**src/rtl/product_serializer.sv**
```systemverilog
// Product serializer: FIFO of (product, mode) pairs streamed out as 32-bit words, LSW first.
// Optional SER_PARITY_EN adds out_parity, parity_inj and parity_err_inj_ack.
module product_serializer #(
    parameter int unsigned DEPTH = 4,
    parameter int unsigned CNT_W = 16
) (
    input  logic                     clock,
    input  logic                     reset,
    input  logic                     in_valid,
    output logic                     in_ready,
    input  logic [1:0]               in_mode,
    input  logic [127:0]             in_product,
    output logic                     out_valid,
    input  logic                     out_ready,
    output logic [31:0]              out_data,
    output logic                     out_last,
    output logic [1:0]               out_mode,
    output logic [$clog2(DEPTH):0]   fifo_count,
    output logic [CNT_W-1:0]         words_sent
`ifdef SER_PARITY_EN
    ,
    input  logic                     parity_inj,
    output logic                     out_parity,
    output logic                     parity_err_inj_ack
`endif
);

    localparam int unsigned PtrW = $clog2(DEPTH);
    localparam int unsigned CntW = PtrW + 1;

    typedef enum logic [0:0] {StIdle, StStream} state_e;

    state_e            state_q, state_d;
    logic [PtrW-1:0]   wr_ptr_q, wr_ptr_d, rd_ptr_q, rd_ptr_d;
    logic [CntW-1:0]   count_q, count_d;
    logic [1:0]        idx_q, idx_d;
    logic [31:0]       out_data_q, out_data_d;
    logic              out_last_q, out_last_d;
    logic [1:0]        out_mode_q, out_mode_d;
    logic [CNT_W-1:0]  words_q, words_d;

    logic [127:0]      mem_product [DEPTH];
    logic [1:0]        mem_mode    [DEPTH];

    logic              push, accept, pop;
    logic [127:0]      head_product;
    logic [1:0]        head_mode;

    function automatic logic [1:0] last_idx(input logic [1:0] mode);
        case (mode)
            2'd2:    return 2'd2;
            2'd3:    return 2'd3;
            default: return 2'd1;
        endcase
    endfunction

    assign in_ready = (count_q != CntW'(DEPTH));
    assign out_valid = (state_q == StStream);
    assign push = in_valid && in_ready;
    assign accept = out_valid && out_ready;
    assign pop = accept && out_last_q;

    always_comb begin
        wr_ptr_d = wr_ptr_q;
        rd_ptr_d = rd_ptr_q;
        idx_d = idx_q;
        words_d = words_q;
        out_data_d = out_data_q;
        out_mode_d = out_mode_q;
        out_last_d = 1'b0;
        head_product = '0;
        head_mode = '0;

        if (push) begin
            wr_ptr_d = wr_ptr_q + PtrW'(1);
        end
        if (accept) begin
            if (words_q != '1) begin
                words_d = words_q + CNT_W'(1);
            end
            if (out_last_q) begin
                idx_d = 2'd0;
                rd_ptr_d = rd_ptr_q + PtrW'(1);
            end else begin
                idx_d = idx_q + 2'd1;
            end
        end

        count_d = count_q + CntW'(push) - CntW'(pop);
        state_d = (count_d != '0) ? StStream : StIdle;

        // When the FIFO drains to empty on this edge the new head is the entry being pushed.
        if (push && (count_q == CntW'(pop))) begin
            head_product = in_product;
            head_mode = in_mode;
        end else begin
            head_product = mem_product[rd_ptr_d];
            head_mode = mem_mode[rd_ptr_d];
        end

        if (state_d == StStream) begin
            out_data_d = head_product[{idx_d, 5'd0} +: 32];
            out_mode_d = head_mode;
            out_last_d = (idx_d == last_idx(head_mode));
        end
    end

    always_ff @(posedge clock) begin
        if (reset) begin
            state_q <= StIdle;
            wr_ptr_q <= '0;
            rd_ptr_q <= '0;
            count_q <= '0;
            idx_q <= '0;
            out_data_q <= '0;
            out_last_q <= 1'b0;
            out_mode_q <= '0;
            words_q <= '0;
        end else begin
            state_q <= state_d;
            wr_ptr_q <= wr_ptr_d;
            rd_ptr_q <= rd_ptr_d;
            count_q <= count_d;
            idx_q <= idx_d;
            out_data_q <= out_data_d;
            out_last_q <= out_last_d;
            out_mode_q <= out_mode_d;
            words_q <= words_d;
        end
    end

    always_ff @(posedge clock) begin
        if (push) begin
            mem_product[wr_ptr_q] <= in_product;
            mem_mode[wr_ptr_q] <= in_mode;
        end
    end

    assign out_data = out_data_q;
    assign out_last = out_last_q;
    assign out_mode = out_mode_q;
    assign fifo_count = count_q;
    assign words_sent = words_q;

`ifdef SER_PARITY_EN
    logic parity_q, inj_ack_q;

    always_ff @(posedge clock) begin
        if (reset) begin
            parity_q <= 1'b0;
            inj_ack_q <= 1'b0;
        end else begin
            parity_q <= ^out_data_d;
            inj_ack_q <= accept && parity_inj;
        end
    end

    // Injection flips the parity of the word currently on the port.
    assign out_parity = parity_q ^ parity_inj;
    assign parity_err_inj_ack = inj_ack_q;
`endif

endmodule

```
**config.mk**
```make
export PLATFORM = sky130hd
export DESIGN_NAME = product_serializer
export DESIGN_NICKNAME = d
export VERILOG_FILES = /design/src/rtl/product_serializer.sv
export SDC_FILE = /design/constraint.sdc
export NUM_CORES = 1
export LEC_CHECK = 0
export CORE_ASPECT_RATIO = 1.25
export CORE_MARGIN = 2
export CORE_UTILIZATION = 30
export CTS_CLUSTER_DIAMETER = 100
export DETAILED_ROUTE_END_ITERATION = 7
export SLEW_MARGIN = 25
export SYNTH_ARGS = -nofsm -noshare
export SYNTH_HDL_FRONTEND = slang
export SYNTH_SLANG_ARGS = --single-unit
```
**constraint.sdc**
```tcl
create_clock -name clock -period 4.8 [get_ports clock]
set_input_delay 0.72 -clock clock [delete_from_list [all_inputs] [get_ports clock]]
set_output_delay 0.72 -clock clock [all_outputs]
set_load 0.1 [all_outputs]
```
# Word level (Yosys, flattened, before mapping)
# Memory sizes are Yosys's and may differ from the RTL's.
# Cells that the tools add are included.
# word_totals
register_bits,61
mem_bits_rw,520
inputBits,134
out_inout_bits,56
elab_cells,43
n_memories,2
# op_classes
n_addsub,6
n_eq_ne,6
n_shift,1
mux,11
n_bitwise,1
n_reduce_logical,7
# memory_table
name,depth,width,read_ports,rd_clocked_by_memory_dff,wr,line_no,text
mem_product,4,128,1,0,1,42,logic [127:0] mem_product [DEPTH];
mem_mode,4,2,1,0,1,43,logic [1:0] mem_mode [DEPTH];
# ops
cell,n
2-to-1 mux 128 bit,1
variable part select 128 x 8 -> 32 bit,1
adder 16 x 1 -> 16 bit (second input constant),1
!= test 16 bit (second input constant),1
2-to-1 mux 2 bit,6
adder 2 x 1 -> 2 bit (second input constant),3
equality test 2 bit (second input constant),2
logical AND 1 bit,4
one-hot mux 2 bit (2 select lines),1
adder 3 x 1 -> 3 bit,1
equality test 3 x 1 -> 1 bit,1
2-to-1 mux 1 bit,3
!= test 3 bit (second input constant),1
nonzero test 3 bit,1
subtractor 3 x 1 -> 3 bit,1
equality test 2 bit,1
AND reduction 2 bit,1
OR reduction 2 bit,1
NOT 1 bit,1

# Logic depth before layout (Yosys ltp)
# logic_depth
word_depth,9
mapped_depth,18
mapped_depth_nobuf,15

# Worst setup path before layout
# OpenSTA, ideal clock, no wires.
# synth_path
kind,register to register
start,"reg count_q[1], in the netlist fifo_count[1]"
end,"mem mem_mode[0][0], enable pin"
setup_time_ns,0.506
arrival_time_ns,5.026
required_ns,4.294
slack_ns,-0.731
path_stages_with_launch,4
n_path_buf,0
period_less_slack_ns,5.531
cell_sequence,dfxtp_1 nor2_1 nand2_1 and3_1
# synth_via
elab_chain_cells,4
# synth_rtl
item,line_no,text
start: declaration,35,"logic [CntW-1:0] count_q, count_d;"
start signal: assignment,123,count_q <= count_d;
!= test 3 bit,57,assign in_ready = (count_q != CntW'(DEPTH));
net in_ready,10,"output logic in_ready,"
logical AND 1 bit,59,assign push = in_valid && in_ready;
2-to-1 mux 1 bit,133,if (push) begin
2-to-1 mux 1 bit (not written as such),135,mem_mode[wr_ptr_q] <= in_mode;
end: declaration,43,
# The timed path passes the listed nets, and every way through them passes these cells.

# Worst setup path after layout
# layout_path
start,in in_valid
end,"reg out_data_q[12], in the netlist out_data[12]"
# layout_via
elab_chain_cells,5
word_cells_on_any_way,8
cone_classes,2 x add/sub; 1 x shift; 2 x mux; 3 x reduce/logical
# layout_rtl
item,line_no,text
start: declaration,9,"input logic in_valid,"
logical AND 1 bit (*),59,
adder 3 x 1 -> 3 bit,89,count_d = count_q + CntW'(push) - CntW'(pop);
subtractor 3 x 1 -> 3 bit,89,
nonzero test 3 bit,90,state_d = (count_d != '0) ? StStream : StIdle;
2-to-1 mux 1 bit,90,
end signal: assignment,125,out_data_q <= out_data_d;
end: declaration,37,"logic [31:0] out_data_q, out_data_d;"
# Every way passes the cells marked *; elsewhere a longest branch is shown, timed or not.
# A chain may end at the register's enable or synchronous reset.

==> flow_metrics.py <==
metrics = {
    "setup_path": {
        "path_max_fanout": 10,
        "worst_setup_path_end_kind": "flip-flop",
        "critPathSlowestCell": "nor2_1",
        "startpoint": "in_valid",
        "critPathMaxStageDelay_ns": 0.80,
        "cp.arrival_ns": 4.35,
        "r2r_slack_ns": 1.03,
        "path_class": "primary input to flip-flop",
        "crit_path_start_kind": "primary input",
        "crit_chain": "clkdlybuf4s50_1 -> and2_1 -> inv_1 -> ha_1 -> inv_1 -> ha_1 -> fa_1 -> xnor2_1 -> xnor2_1 -> nand2_1 -> nand2b_1 -> nor2_1 -> o21ai_0 -> o211ai_1",
        "critPathRequiredTime_ns": 5.35,
        "rr_endpoint": "out_data[12]",
        "rr_startpoint": "fifo_count[0]",
        "worstRegToRegCells": 15,
    },
    "cts": {
        "cts_hold_buf": 0,
        "cts_tree": "done",
        "cts_sinks": 581,
        "post-cts-setup-buffers": 0,
        "clk_pin_slew_worst_paths_ns": 0.06,
        "h-tree-depth": 2,
        "clock_latency_ns": 0.62,
        "cts_buffers": 58,
        "clk_path_buf_depth": 3,
        "cts-resized-gates": 0,
        "root_buffer": "clkbuf_16",
    },
    "sta": {
        "setup_tns_ns": 0,
        "post-route-period-util_pct": 79.2,
        "tightest_slew_ns": 1.12,
        "finalClockSkew_ns": 0.0274,
        "fmax_mhz": 263,
        "setup_viol": 0,
        "rsz0062_at_grt": "false",
        "hold_viol": 0,
        "drv_slew": 0,
        "relSlewSlack_pct": 25.0,
        "fin_crit_ns": 3.80,
    },
    "die": {
        "start_util_pct": 30.3,
        "dieArea_sq_mm": 0.0850,
        "pin_count": 190,
        "core-area_sq_mm": 0.0817,
        "die_w_um": 261,
        "rows": 117,
        "die_height_um": 325,
    },
    "grt": {
        "track_usage_pct": 16.1,
        "grt_pass1_vias": 16300,
        "antenna_found_initial": 15,
        "overflow": 0,
        "grt_first_pass_wirelength_um": 104000,
        "grt_max_degree": 85,
    },
    "synth": {
        "synthCells": 1832,
        "ys_types": 64,
        "synth_edf_count": 520,
        "yosysSeqAreaShare_pct": 67.9,
        "ys.flop_type": "edfxtp_1",
        "synthArstFlopShare_pct": 0,
        "synth-compound-area-share_pct": 9.64,
        "syn_area_sq_mm": 0.0248,
        "synthesis.nets": 1974,
        "ys_ff_latch": 581,
        "synth_top_family_by_area": "simple AND/OR/NAND/NOR gates",
        "yosysWarnings": 0,
        "synth-adder-area-share_pct": 0.434,
        "synthMuxAreaShare_pct": 9.10,
        "avgSynthCellArea_sq_um": 13.5,
        "synthSimpleGateAreaFrac_pct": 9.76,
        "synth_xor_area_share_pct": 0.707,
    },
    "place": {
        "place.detailed.hpwl_um": 45500,
        "finalWeightedCongestion": 0.911,
        "port_buffers": 189,
        "place_area_sq_mm": 0.0281,
    },
    "pwr": {
        "p_leak_uw": 0.00991,
        "ir_drop_mv": 0.557,
        "cellPowerDensity_mw_per_mm2": 503,
    },
    "hold_path": {
        "min_path_type": "flip-flop to flip-flop",
        "hp-start": "out_data[14]",
        "whs_path_depth": 2,
        "hold_path_end": "out_data[14]",
    },
    "final_layout": {
        "regArea_sq_mm": 0.0168,
        "final_cell_mix": "520 x edfxtp_1, 314 x nand2_1, 188 x clkdlybuf4s50_1, 134 x a21oi_1, 106 x mux2i_1",
        "area_growth_pct": 21.3,
        "nets": 2152,
        "final.fill_count": 7779,
        "drive_gt1_share_pct": 11.2,
        "diodes": 0,
        "layout_commonest_cell": "edfxtp_1",
        "stdcell_area_sq_mm": 0.0301,
        "multi_input_area_sq_mm": 0.00743,
    },
    "drt": {
        "drtAntennaViolNets": 0,
        "first_pass_iters": 6,
        "viasPerCell": 5.16,
        "wl_per_cell_um": 22.3,
        "num_vias": 16100,
        "drt-total-wl_um": 69700,
        "drc": 0,
        "drtIter0Drc": 1299,
    },
    "flow_run": {
        "maxCapViolCount": 0,
    },
    "outcome": {
        "outcome": "finished clean",
    },
}
Yosys cell counts (2+ instances only):
cell type  count  area, sq um
edfxtp_1     520        15600
nand2_1      314         1180
a21oi_1      134          671
mux2i_1      106         1060
nand3_1       99          495
o21ai_0       96          480
dfxtp_1       61         1220
clkbuf_1      56          210
mux4_2        46         1040
buf_2         44          220
nor2_1        40          150
o22ai_1       29          181
and3_1        28          175
a31oi_1       23          144
a22oi_1       16          120
a22o_1        15          131
a221o_1       14          140
mux2_2        14          158
a211oi_1      13         97.6
and4b_1       13          130
inv_1         11         41.3
o211ai_1      11         82.6
buf_1         10         37.5
buf_4          9         67.6
nand4_1        9         56.3
xnor2_1        9         78.8
a2111oi_0      8         70.1
ha_1           7         87.6
or3_1          7         43.8
xor2_1         6         52.6
nor2b_1        5         31.3
nor3_1         5         25.0
o31ai_1        5         37.5
and2_1         4         25.0
a2111oi_2      3         45.0
a221oi_1       3         26.3
nor3b_1        3         22.5
o21a_1         3         22.5
o221ai_1       3         26.3
o311ai_0       3         26.3
buf_6          2         22.5
nand2b_1       2         12.5
nor4_1         2         12.5
worst max-delay path, delay by kind of cell:
kind | cells | cell delay (ns)
AOI/OAI and AO/OA | 2 | 0.41
xor gates and xnor gates | 2 | 0.30
adders and majority gates | 3 | 0.87
buffers and inverters | 3 | 0.68
and+or+nand+nor | 4 | 1.35
how the worst max path moves through the flow:
| stage | end | slack [ns] | cells after the start |
|---|---|---|---|
| after floorplan | out_data[11] | 0.08 | 15 |
| after global placement | out_data[5] | 0.37 | 14 |
| after detailed placement | out_data[17] | 0.24 | 14 |
| after CTS | out_data[17] | 0.90 | 15 |
| after global routing | out_data[24] | 0.75 | 15 |
| final | out_data[12] | 1.0 | 14 |
sequential cells by signal (all words and copies together) (netlist names):
signal / cells
out_data: 32
rd_ptr_q: 2
words_sent: 16
out_valid: 1
idx_q: 2
out_last: 1
out_mode: 2
mem_product: 512
fifo_count: 3
wr_ptr_q: 2
mem_mode: 8
stage by stage:
step	total power [uW]	cells	util, %	worst slack [ns]	hold slack [ns]
6_report	15100	3127	36.8	0.999	0.464
3_3_place_gp	10500	3020	34.3	0.369	0.460
5_1_grt	15700	3127	36.8	0.755	0.500
2_1_floorplan	9090	1832	-	0.0765	0.469
4_1_cts	15300	3127	36.8	0.898	0.467
3_5_place_dp	10500	3021	34.4	0.241	0.458
layout make-up:
| type | count | share of cell area [%] |
|---|---|---|
| sequential | 581 | 56.0 |
| tap | 1071 | 4.46 |
| clock buffer | 80 | 5.61 |
| timing repair buffer | 239 | 7.96 |
| inverter | 12 | 0.166 |
| clock inverter | 26 | 1.09 |
| multi-input combinational | 1118 | 24.7 |
cell families (layout without fill, tap and decap cells):
kind of cell	count (synthesis)	after routing
flip-flops	581	581
XOR/XNOR	17	17
AND/OR/NAND/NOR	538	538
adder cells (fa/ha/maj)	8	8
buffers and inverters	133	357
multiplexers	166	166
AO/OA/AOI/OAI	389	389
per-layer routing:
| layer | global-route usage (%) | part of all wire (%) | vias to the layer above | wire length, um |
|---|---|---|---|---|
| li1 | - | - | 7373 | - |
| met1 | 20.8 | 42 | 8064 | 29200 |
| met2 | 26.7 | 49 | 540 | 34100 |
| met3 | 3.18 | 5.6 | 139 | 3900 |
| met4 | 5.88 | 3.3 | 30 | 2320 |
| met5 | 0 | 0.29 | - | 202 |
where the power goes:
group          internal, uW  switching, uW
registers              6220            269
clock network          2790           1940
logic                  1210           2710
total                 10200           4920
No activity file was read; power rests on OpenSTA's default activity.
